`src/rtl/dmem_arbiter_if.sv`:
```
`timescale 1ns/1ps
`default_nettype none
// +----------------------------------------------------------------------------+
// | Module      : dmem_arbiter_if                                              |
// | Description : Bus bundle between the two data-memory requesters (port 0 = |
// |               CPU load/store unit, port 1 = loader/debug), the arbiter and |
// |               the single-ported data memory.                               |
// | Ports       : reqN/weN/addrN/wdataN/ctrlN  requester -> arbiter           |
// |               gntN/rvalidN/rdataN/errN     arbiter -> requester           |
// |               mem_addr/mem_wdata/mem_ctrl/mem_wr  arbiter -> memory       |
// |               mem_rdata                    memory -> arbiter (comb.)      |
// | Modports    : slave  = arbiter view, master = requesters + memory view    |
// | Revision    : 1.0  initial release                                         |
// +----------------------------------------------------------------------------+
interface dmem_arbiter_if;
  // Port 0 (CPU load/store unit)
  logic        req0;
  logic        we0;
  logic [31:0] addr0;
  logic [31:0] wdata0;
  logic [2:0]  ctrl0;
  logic        gnt0;
  logic        rvalid0;
  logic [31:0] rdata0;
  logic        err0;

  // Port 1 (program loader / debug)
  logic        req1;
  logic        we1;
  logic [31:0] addr1;
  logic [31:0] wdata1;
  logic [2:0]  ctrl1;
  logic        gnt1;
  logic        rvalid1;
  logic [31:0] rdata1;
  logic        err1;

  // Shared memory port
  logic [31:0] mem_addr;
  logic [31:0] mem_wdata;
  logic [2:0]  mem_ctrl;
  logic        mem_wr;
  logic [31:0] mem_rdata;

  modport slave (
    input  req0, we0, addr0, wdata0, ctrl0,
    input  req1, we1, addr1, wdata1, ctrl1,
    input  mem_rdata,
    output gnt0, rvalid0, rdata0, err0,
    output gnt1, rvalid1, rdata1, err1,
    output mem_addr, mem_wdata, mem_ctrl, mem_wr
  );

  modport master (
    output req0, we0, addr0, wdata0, ctrl0,
    output req1, we1, addr1, wdata1, ctrl1,
    output mem_rdata,
    input  gnt0, rvalid0, rdata0, err0,
    input  gnt1, rvalid1, rdata1, err1,
    input  mem_addr, mem_wdata, mem_ctrl, mem_wr
  );
endinterface
`default_nettype wire

```
`src/rtl/dmem_arbiter.sv`:
```
`timescale 1ns/1ps
`default_nettype none
// +----------------------------------------------------------------------------+
// | Module      : dmem_arbiter                                                 |
// | Description : Round-robin two-port arbiter and access sequencer in front  |
// |               of the byte-addressable RV32I data memory. Rejects illegal  |
// |               width codes, misaligned and out-of-range accesses before    |
// |               they reach memory; returns a registered one-cycle response. |
// | Ports       : clk  system clock (rising edge)                              |
// |               rst  asynchronous active-high reset                          |
// |               bus  dmem_arbiter_if.slave (requesters + memory port)       |
// | Revision    : 1.0  initial release                                         |
// +----------------------------------------------------------------------------+
module dmem_arbiter #(
  parameter int unsigned MEM_BYTES = 801
) (
  input logic           clk,
  input logic           rst,
  dmem_arbiter_if.slave bus
);

  localparam logic [2:0] C_CTRL_IDLE = 3'b111;

  typedef enum logic [1:0] {
    ST_IDLE   = 2'd0,
    ST_ACCESS = 2'd1,
    ST_RESP   = 2'd2
  } state_e;

  state_e      state_q, state_d;
  logic        last_q,  last_d;   // port granted most recently
  logic        port_q,  port_d;   // owner of the access in flight
  logic        we_q,    we_d;
  logic [31:0] addr_q,  addr_d;
  logic [31:0] wdata_q, wdata_d;
  logic [2:0]  ctrl_q,  ctrl_d;
  logic        bad_q,   bad_d;
  logic [31:0] rdata0_q, rdata0_d;
  logic [31:0] rdata1_q, rdata1_d;
  logic        err0_q,  err0_d;
  logic        err1_q,  err1_d;

  // Arbitration and request qualification (only consumed in IDLE)
  logic        w_winner;
  logic        w_sel_we;
  logic [31:0] w_sel_addr;
  logic [31:0] w_sel_wdata;
  logic [2:0]  w_sel_ctrl;
  logic [2:0]  w_size;
  logic        w_illegal;
  logic        w_misalign;
  logic [32:0] w_last_byte;
  logic        w_out_of_range;
  logic        w_bad;

  // A lone requester wins; with both requesting, the port not granted last
  // wins. last_q resets to 1 so port 0 is favoured after reset.
  always_comb begin
    w_winner = 1'b0;
    if (bus.req0 && bus.req1) begin
      w_winner = ~last_q;
    end else if (bus.req1) begin
      w_winner = 1'b1;
    end
  end

  always_comb begin
    w_sel_we    = w_winner ? bus.we1    : bus.we0;
    w_sel_addr  = w_winner ? bus.addr1  : bus.addr0;
    w_sel_wdata = w_winner ? bus.wdata1 : bus.wdata0;
    w_sel_ctrl  = w_winner ? bus.ctrl1  : bus.ctrl0;
  end

  // Access size in bytes; 0 marks a width code with no defined access.
  always_comb begin
    case (w_sel_ctrl)
      3'b000, 3'b100: w_size = 3'd1;
      3'b001, 3'b101: w_size = 3'd2;
      3'b010:         w_size = 3'd4;
      default:        w_size = 3'd0;
    endcase
  end

  always_comb begin
    // Unsigned variants exist for loads only.
    w_illegal   = (w_size == 3'd0) || (w_sel_we && w_sel_ctrl[2]);
    w_misalign  = ((w_size == 3'd2) && w_sel_addr[0]) ||
                  ((w_size == 3'd4) && (w_sel_addr[1:0] != 2'b00));
    // 33-bit sum so an access starting near 0xFFFFFFFF cannot wrap back into
    // range. For illegal codes size 0 underflows, which is harmless.
    w_last_byte    = {1'b0, w_sel_addr} + {30'd0, w_size} - 33'd1;
    w_out_of_range = (w_last_byte >= 33'(MEM_BYTES));
    w_bad          = w_illegal || w_misalign || w_out_of_range;
  end

  // State and datapath registers
  always_ff @(posedge clk or posedge rst) begin
    if (rst) begin
      state_q  <= ST_IDLE;
      last_q   <= 1'b1;
      port_q   <= 1'b0;
      we_q     <= 1'b0;
      addr_q   <= 32'd0;
      wdata_q  <= 32'd0;
      ctrl_q   <= C_CTRL_IDLE;
      bad_q    <= 1'b0;
      rdata0_q <= 32'd0;
      rdata1_q <= 32'd0;
      err0_q   <= 1'b0;
      err1_q   <= 1'b0;
    end else begin
      state_q  <= state_d;
      last_q   <= last_d;
      port_q   <= port_d;
      we_q     <= we_d;
      addr_q   <= addr_d;
      wdata_q  <= wdata_d;
      ctrl_q   <= ctrl_d;
      bad_q    <= bad_d;
      rdata0_q <= rdata0_d;
      rdata1_q <= rdata1_d;
      err0_q   <= err0_d;
      err1_q   <= err1_d;
    end
  end

  // Next-state and datapath update
  always_comb begin
    state_d  = state_q;
    last_d   = last_q;
    port_d   = port_q;
    we_d     = we_q;
    addr_d   = addr_q;
    wdata_d  = wdata_q;
    ctrl_d   = ctrl_q;
    bad_d    = bad_q;
    rdata0_d = rdata0_q;
    rdata1_d = rdata1_q;
    err0_d   = err0_q;
    err1_d   = err1_q;

    case (state_q)
      ST_IDLE: begin
        if (bus.req0 || bus.req1) begin
          state_d = ST_ACCESS;
          last_d  = w_winner;
          port_d  = w_winner;
          we_d    = w_sel_we;
          addr_d  = w_sel_addr;
          wdata_d = w_sel_wdata;
          ctrl_d  = w_sel_ctrl;
          bad_d   = w_bad;
        end
      end

      ST_ACCESS: begin
        state_d = ST_RESP;
        // Stores leave rdata untouched; errors clear it.
        if (port_q) begin
          err1_d = bad_q;
          if (bad_q) begin
            rdata1_d = 32'd0;
          end else if (!we_q) begin
            rdata1_d = bus.mem_rdata;
          end
        end else begin
          err0_d = bad_q;
          if (bad_q) begin
            rdata0_d = 32'd0;
          end else if (!we_q) begin
            rdata0_d = bus.mem_rdata;
          end
        end
      end

      ST_RESP: begin
        state_d = ST_IDLE;
      end

      default: begin
        state_d = ST_IDLE;
      end
    endcase
  end

  // Outputs decoded from registered state only, so they hold steady for the
  // whole ACCESS cycle and never depend combinationally on req*.
  always_comb begin
    bus.mem_addr  = 32'd0;
    bus.mem_wdata = 32'd0;
    bus.mem_ctrl  = C_CTRL_IDLE;
    bus.mem_wr    = 1'b0;
    bus.gnt0      = 1'b0;
    bus.gnt1      = 1'b0;
    bus.rvalid0   = 1'b0;
    bus.rvalid1   = 1'b0;

    if (state_q == ST_ACCESS) begin
      bus.gnt0 = ~port_q;
      bus.gnt1 = port_q;
      if (!bad_q) begin
        bus.mem_addr  = addr_q;
        bus.mem_wdata = wdata_q;
        bus.mem_ctrl  = ctrl_q;
        bus.mem_wr    = we_q;
      end
    end else if (state_q == ST_RESP) begin
      bus.rvalid0 = ~port_q;
      bus.rvalid1 = port_q;
    end
  end

  assign bus.rdata0 = rdata0_q;
  assign bus.rdata1 = rdata1_q;
  assign bus.err0   = err0_q;
  assign bus.err1   = err1_q;

endmodule
`default_nettype wire

```
`src/flat_wrapper.sv`:
```
// flat-port wrapper written by rule: the top's interface ports become plain ports
module dmem_arbiter_flat 
#(
  parameter int unsigned MEM_BYTES = 801
)
  (clk, rst, bus_req0, bus_we0, bus_addr0, bus_wdata0, bus_ctrl0, bus_req1, bus_we1, bus_addr1, bus_wdata1, bus_ctrl1, bus_mem_rdata, bus_gnt0, bus_rvalid0, bus_rdata0, bus_err0, bus_gnt1, bus_rvalid1, bus_rdata1, bus_err1, bus_mem_addr, bus_mem_wdata, bus_mem_ctrl, bus_mem_wr);
  dmem_arbiter_if bus_i ();
  input logic clk;
  input logic rst;
  input wire logic [$bits(bus_i.req0)-1:0] bus_req0;
  input wire logic [$bits(bus_i.we0)-1:0] bus_we0;
  input wire logic [$bits(bus_i.addr0)-1:0] bus_addr0;
  input wire logic [$bits(bus_i.wdata0)-1:0] bus_wdata0;
  input wire logic [$bits(bus_i.ctrl0)-1:0] bus_ctrl0;
  input wire logic [$bits(bus_i.req1)-1:0] bus_req1;
  input wire logic [$bits(bus_i.we1)-1:0] bus_we1;
  input wire logic [$bits(bus_i.addr1)-1:0] bus_addr1;
  input wire logic [$bits(bus_i.wdata1)-1:0] bus_wdata1;
  input wire logic [$bits(bus_i.ctrl1)-1:0] bus_ctrl1;
  input wire logic [$bits(bus_i.mem_rdata)-1:0] bus_mem_rdata;
  output wire logic [$bits(bus_i.gnt0)-1:0] bus_gnt0;
  output wire logic [$bits(bus_i.rvalid0)-1:0] bus_rvalid0;
  output wire logic [$bits(bus_i.rdata0)-1:0] bus_rdata0;
  output wire logic [$bits(bus_i.err0)-1:0] bus_err0;
  output wire logic [$bits(bus_i.gnt1)-1:0] bus_gnt1;
  output wire logic [$bits(bus_i.rvalid1)-1:0] bus_rvalid1;
  output wire logic [$bits(bus_i.rdata1)-1:0] bus_rdata1;
  output wire logic [$bits(bus_i.err1)-1:0] bus_err1;
  output wire logic [$bits(bus_i.mem_addr)-1:0] bus_mem_addr;
  output wire logic [$bits(bus_i.mem_wdata)-1:0] bus_mem_wdata;
  output wire logic [$bits(bus_i.mem_ctrl)-1:0] bus_mem_ctrl;
  output wire logic [$bits(bus_i.mem_wr)-1:0] bus_mem_wr;
  assign bus_i.req0 = bus_req0;
  assign bus_i.we0 = bus_we0;
  assign bus_i.addr0 = bus_addr0;
  assign bus_i.wdata0 = bus_wdata0;
  assign bus_i.ctrl0 = bus_ctrl0;
  assign bus_i.req1 = bus_req1;
  assign bus_i.we1 = bus_we1;
  assign bus_i.addr1 = bus_addr1;
  assign bus_i.wdata1 = bus_wdata1;
  assign bus_i.ctrl1 = bus_ctrl1;
  assign bus_i.mem_rdata = bus_mem_rdata;
  assign bus_gnt0 = bus_i.gnt0;
  assign bus_rvalid0 = bus_i.rvalid0;
  assign bus_rdata0 = bus_i.rdata0;
  assign bus_err0 = bus_i.err0;
  assign bus_gnt1 = bus_i.gnt1;
  assign bus_rvalid1 = bus_i.rvalid1;
  assign bus_rdata1 = bus_i.rdata1;
  assign bus_err1 = bus_i.err1;
  assign bus_mem_addr = bus_i.mem_addr;
  assign bus_mem_wdata = bus_i.mem_wdata;
  assign bus_mem_ctrl = bus_i.mem_ctrl;
  assign bus_mem_wr = bus_i.mem_wr;
  dmem_arbiter #(.MEM_BYTES(MEM_BYTES)) u_core (.clk(clk), .rst(rst), .bus(bus_i));
endmodule
```
`config.mk`:
```
export PLATFORM = sky130hd
export DESIGN_NAME = dmem_arbiter_flat
export DESIGN_NICKNAME = d
export VERILOG_FILES = /design/src/rtl/dmem_arbiter_if.sv /design/src/rtl/dmem_arbiter.sv /design/src/flat_wrapper.sv
export SDC_FILE = /design/constraint.sdc
export NUM_CORES = 1
export LEC_CHECK = 0
export CORE_AREA = 2 2 133 135
export CTS_CLUSTER_DIAMETER = 50
export DETAILED_ROUTE_END_ITERATION = 12
export DIE_AREA = 0 0 135 137
export PLACE_DENSITY = 0.87
export SYNTH_ARGS = -nofsm -noshare
export SYNTH_HDL_FRONTEND = slang
export SYNTH_SLANG_ARGS = --single-unit
```
`constraint.sdc`:
```
create_clock -name clk -period 7.85 [get_ports clk]
set_clock_uncertainty 0.1 [all_clocks]
set_input_delay 1.57 -clock clk [delete_from_list [all_inputs] [get_ports clk]]
set_output_delay 1.57 -clock clk [all_outputs]
set_load 0.005 [all_outputs]
```
# Word level (Yosys, flattened, before mapping)
# Index checks and enable logic that the tools add are counted.
[word_totals]
register_bits = 139
latch_bits = 0
ramBits = 0
mem_bits_ro = 0
output_inout_bits = 138
wordCells = 72
mem_count = 0
[op_classes]
n_addsub = 2
multipliers = 0
div_mod_pow = 0
order_cmp = 1
eq_ne = 10
shifts = 0
n_mux = 25
bitwise = 2
reduce_logical = 20
[op_table]
columns = ["operator", "n"]
rows = [
  ["two-way mux 32 bit", 8],
  ["adder 32 x 3 -> 33 bit", 1],
  ["greater-or-equal comparator 33 x 10 -> 1 bit, second input constant", 1],
  ["subtractor 33 x 1 -> 33 bit, second input constant", 1],
  ["two-way mux 1 bit", 11],
  ["equality test 3 bit, second input constant", 3],
  ["two-way mux 3 bit", 3],
  ["one-hot mux 3 bit (3 select lines)", 1],
  ["equality test 3 x 2 -> 1 bit, second input constant", 2],
  ["zero test 3 bit", 2],
  ["AND reduction 2 bit", 3],
  ["AND reduction 3 bit", 2],
  ["logical OR 1 bit", 5],
  ["logical AND 1 bit", 4],
  ["one-hot mux 2 bit (2 select lines)", 1],
  ["OR reduction 2 bit", 2],
  ["equality test 3 x 1 -> 1 bit, second input constant", 1],
  ["equality test 2 x 1 -> 1 bit, second input constant", 1],
  ["equality test 2 bit, second input constant", 1],
  ["zero test 2 bit", 1],
  ["two-way mux 2 bit", 1],
  ["inequality test 2 x 1 -> 1 bit, second input constant", 1],
  ["inequality test 2 bit, second input constant", 1],
  ["NOT 1 bit", 2],
  ["nonzero test 2 bit", 1],
]

# Depth between registers and ports, before layout
[logic_depth]
word_depth = 11
mapped_depth = 18

# Worst setup path after synthesis
# OpenSTA, ideal clock, no wires.
[synth_path]
path_kind = "input -> register"
start = "input bus_req1"
end = "register u_core.bad_q"
setup_ns = 0.133
t_arrival_ns = 5.714
slack_ns = 1.903
stages = 18
path_cell_list = "a21boi_1 > buf_2 > buf_1 > buf_2 > mux2i_1 > ha_1 > inv_1 > ha_1 > fa_1 > a21o_2 > a221o_1 > a221o_1 > xor2_1 > a2111oi_2 > nand4b_1 > a311o_1 > nor4_2 > a31oi_1"
[synth_via]
elab_chain_cells = 11
[synth_rtl]
columns = ["element", "line", "source"]
rows = [
  ["start: declaration", "flat_wrapper.sv:15", "input wire logic [$bits(bus_i.req1)-1:0] bus_req1;"],
  ["parallel branches: the longest is 11 deep, another holds adder 32 x 3 -> 33 bit", "--", ""],
  ["end signal: assignment", "dmem_arbiter.sv:106", "bad_q <= 1'b0;"],
  ["end signal: assignment", "dmem_arbiter.sv:119", "bad_q <= bad_d;"],
  ["end: declaration", "dmem_arbiter.sv:37", "logic bad_q, bad_d;"],
]
# Parallel ways; which one is timed is not known.
# A chain may end at the register's enable or synchronous reset.

# Worst setup path after layout
# Same ends and word-level chain as after synthesis.

==> flow_summary.yaml <==
routing:
  first_pass_iters: 6
  ant_nets: 0
  drtIter0Drc: 378
  wl_per_cell_um: 16.7
  drc: 0
  num_vias: 7731
  routed_wl_um: 24200
  vias_per_cell: 5.32
placed_design:
  place_inst: 1420
  io_buffers: 309
  hpwl_um: 18100
  place_ws_ps: 1200
  place_congestion: 0.917
timing:
  fin_ws_ps: 1550
  finalCriticalPeriod_ps: 6300
  fin_crit_sh_pct: 80.3
  fin_tns_setup_ps: 0
  holdWs_ps: 382
  timing.fmax_mhz: 159
  slew_headroom_pct: 30.7
  slew_violations: 0
  setup_viol: 0
  finalHoldViolations: 0
  worstMarginPinSlew_ps: 1040
  rsz0062_at_grt: "no"
power_and_ir_drop:
  power.switching_mw: 1.10
  clockPowerShare_pct: 27.7
  leakage_nw: 5.08
  p_int_mw: 1.87
  combPwrFrac_pct: 38.1
  power_frac_seq_pct: 34.2
  switching_share_pct: 37.1
  powerDensity_nw_per_um2: 246
  peakVddDrop_mv: 0.153
grt:
  grt_pass1_wl_um: 37800
  grt_remaining_overflow: 0
  grt_antenna_before_repair: 0
  grt_max_degree: 92
  first_global_vias: 7570
  grt_use_total_pct: 25.9
cells_and_area:
  area_growth_pct: 46.5
  stdcell_count: 1452
  num_antenna_cells: 0
  nets: 1421
  drive_gt1_share_pct: 5.05
logic_synthesis:
  netlist_instances: 933
  synth_ff_type: "dfrtp_1"
  synth_fp_nets: 1140
  synth_edf_count: 0
  ys_ff_latch: 139
  ys_types: 63
  ys_seq_area_share_pct: 42.3
  syn_area_per_cell_um2: 8.83
  synth-async-reset-ratio_pct: 100
  ys_warn_count: 0
  synth_area_um2: 8240
setup_path:
  required_ps: 8050
  crit_arrival_ps: 6500
  start_kind: "input pin"
  critPathCaptureType: "flip-flop"
  crit_fanout: 20
  crit_type: "in -> reg"
flow_run:
  cap_violations: 0
worst_hold_path:
  hp-class: "reg -> reg"
floorplan:
  die_area_um2: 18500
  die_h_um: 137
  io_pins: 310
  fp.coreArea_um2: 17100
  rows: 48
  initial_core_util_pct: 48.3
  die_x_um: 135
clocking:
  cts_root_buf: "clkbuf_16"
  cts_sinks: 139
  cts_setup_buffers: 0
  insertion_delay_ps: 420
  numCtsBuffers: 17
  postCtsHoldBufs: 0
  htreeDepth: 4
  cts_tree: "built"
  clockBufferDepth: 2
  post_cts_resized: 0
  clkTransAtPathRegs_ps: 60
status:
  status: "completed"
==> final timing paths <==
kind,from,endpoint,slack (ps),cells past startpoint
setup / recovery,bus_req1,u_core.bad_q$_DFFE_PP0P_,1550,17
max in group asynchronous,rst,u_core.bus.rdata0[20]$_DFFE_PP0P_,4850,3
hold reg to reg,u_core.bus.rdata0[2]$_DFFE_PP0P_,u_core.bus.rdata0[2]$_DFFE_PP0P_,380,2
min in group asynchronous,rst,u_core.wdata_q[27]$_DFFE_PP0P_,1560,2
setup reg to reg,u_core.last_q$_DFFE_PP1P_,u_core.bad_q$_DFFE_PP0P_,2880,16
hold / removal,u_core.bus.rdata0[2]$_DFFE_PP0P_,u_core.bus.rdata0[2]$_DFFE_PP0P_,380,2
==> layer usage <==
metal	up-vias	global-route usage, %	share of wire [%]
li1	3786	-	-
met1	3616	30.8	40
met2	287	46.2	51
met3	42	5.96	7.0
met4	0	8.33	2.0
met5	-	0	0
==> final cells by class <==
type	instances	area (µm²)
inverter	42	163
sequential	139	3480
timing repair buffer	314	3130
clock inverter	14	161
clock buffer	18	439
fill	1316	4980
multi-input combinational	700	4420
tap	225	282
==> worst max-delay path, stage by stage <==
cell             delay, ps
clkdlybuf4s50_1        530
a21boi_4               690
mux2i_1                430
nand2b_1               110
ha_1                   300
inv_1                   50
ha_1                   220
fa_1                   420
a21o_2                 250
a221o_1                380
a221o_1                370
xor2_1                 170
a2111oi_2              280
nand4b_1               140
a311o_1                310
nor4_2                 170
a31oi_1                110
==> sequential cells by signal, summed over array words and instances, names as in the netlist, 2 cells and up <==
register	flops
u_core.addr_q	32
u_core.bus.rdata1	32
u_core.state_q	2
u_core.wdata_q	32
u_core.bus.rdata0	32
u_core.ctrl_q	3
==> logic make-up after synthesis <==
logic type               after synthesis  share of synthesized area [%]
AND/OR/NAND/NOR                      320                           19.3
AO/OA/AOI/OAI                        251                           17.4
flip-flops                           139                           42.3
buffers and inverters                 94                           4.49
multiplexers                          72                           8.79
adder cells (fa/ha/maj)               35                           5.40
XOR/XNOR                              22                           2.34
==> power by group through the flow <==
stage / registers (mW) / clock network [mW] / logic [mW]
2_1_floorplan: 1.00 / 0 / 0.813
3_3_place_gp: 1.02 / 0 / 1.10
4_1_cts: 1.02 / 0.830 / 1.14
3_5_place_dp: 1.03 / 0 / 1.13
5_1_grt: 1.04 / 0.863 / 1.27
6_report: 1.02 / 0.823 / 1.14
==> through the flow <==
step	util (%)	power (mW)	instance area, µm²
2_1_floorplan	-	1.82	8240
3_3_place_gp	67.3	2.12	11500
3_5_place_dp	67.3	2.16	11500
4_1_cts	70.8	2.99	12100
5_1_grt	70.8	3.17	12100
6_report	70.8	2.98	12100
==> cells in the final DEF (no fill, tap or decap), types with 6 or more instances in the layout <==
| cell type | instances |
|---|---|
| mux2i_1 | 69 |
| o21ai_0 | 81 |
| nand3_1 | 6 |
| and2_1 | 66 |
| nand4_1 | 8 |
| nand2_1 | 88 |
| a21oi_1 | 108 |
| xor2_1 | 12 |
| xnor2_1 | 10 |
| ha_1 | 34 |
| clkdlybuf4s50_1 | 309 |
| dfrtp_1 | 135 |
| nand2b_1 | 38 |
| inv_1 | 41 |
| nor2_1 | 83 |
| clkbuf_16 | 17 |
| a21o_1 | 11 |
==> cells in the mapped netlist (all sizes together) (3+ instances only) <==
| cell | n | share of area, % |
|---|---|---|
| a21boi | 6 | 0.55 |
| a21o | 13 | 1.2 |
| a21oi | 109 | 6.7 |
| a221o | 3 | 0.36 |
| a31oi | 5 | 0.38 |
| and2 | 66 | 5.0 |
| and4 | 3 | 0.33 |
| buf | 9 | 0.46 |
| clkbuf | 43 | 2.1 |
| dfrtp | 135 | 41 |
| dfstp | 4 | 1.3 |
| ha | 34 | 5.2 |
| inv | 42 | 1.9 |
| mux2 | 3 | 0.41 |
| mux2i | 69 | 8.4 |
| nand2 | 90 | 4.1 |
| nand2b | 38 | 2.9 |
| nand3 | 6 | 0.36 |
| nand4 | 8 | 0.61 |
| nand4b | 3 | 0.32 |
| nor2 | 84 | 3.8 |
| nor3 | 3 | 0.18 |
| nor3b | 3 | 0.27 |
| nor4 | 4 | 0.38 |
| o21a | 6 | 0.55 |
| o21ai | 82 | 5.0 |
| o21bai | 5 | 0.46 |
| o31ai | 3 | 0.27 |
| or3 | 4 | 0.32 |
| xnor2 | 10 | 1.1 |
| xor2 | 12 | 1.3 |
Power figures use the tool's default switching activity.
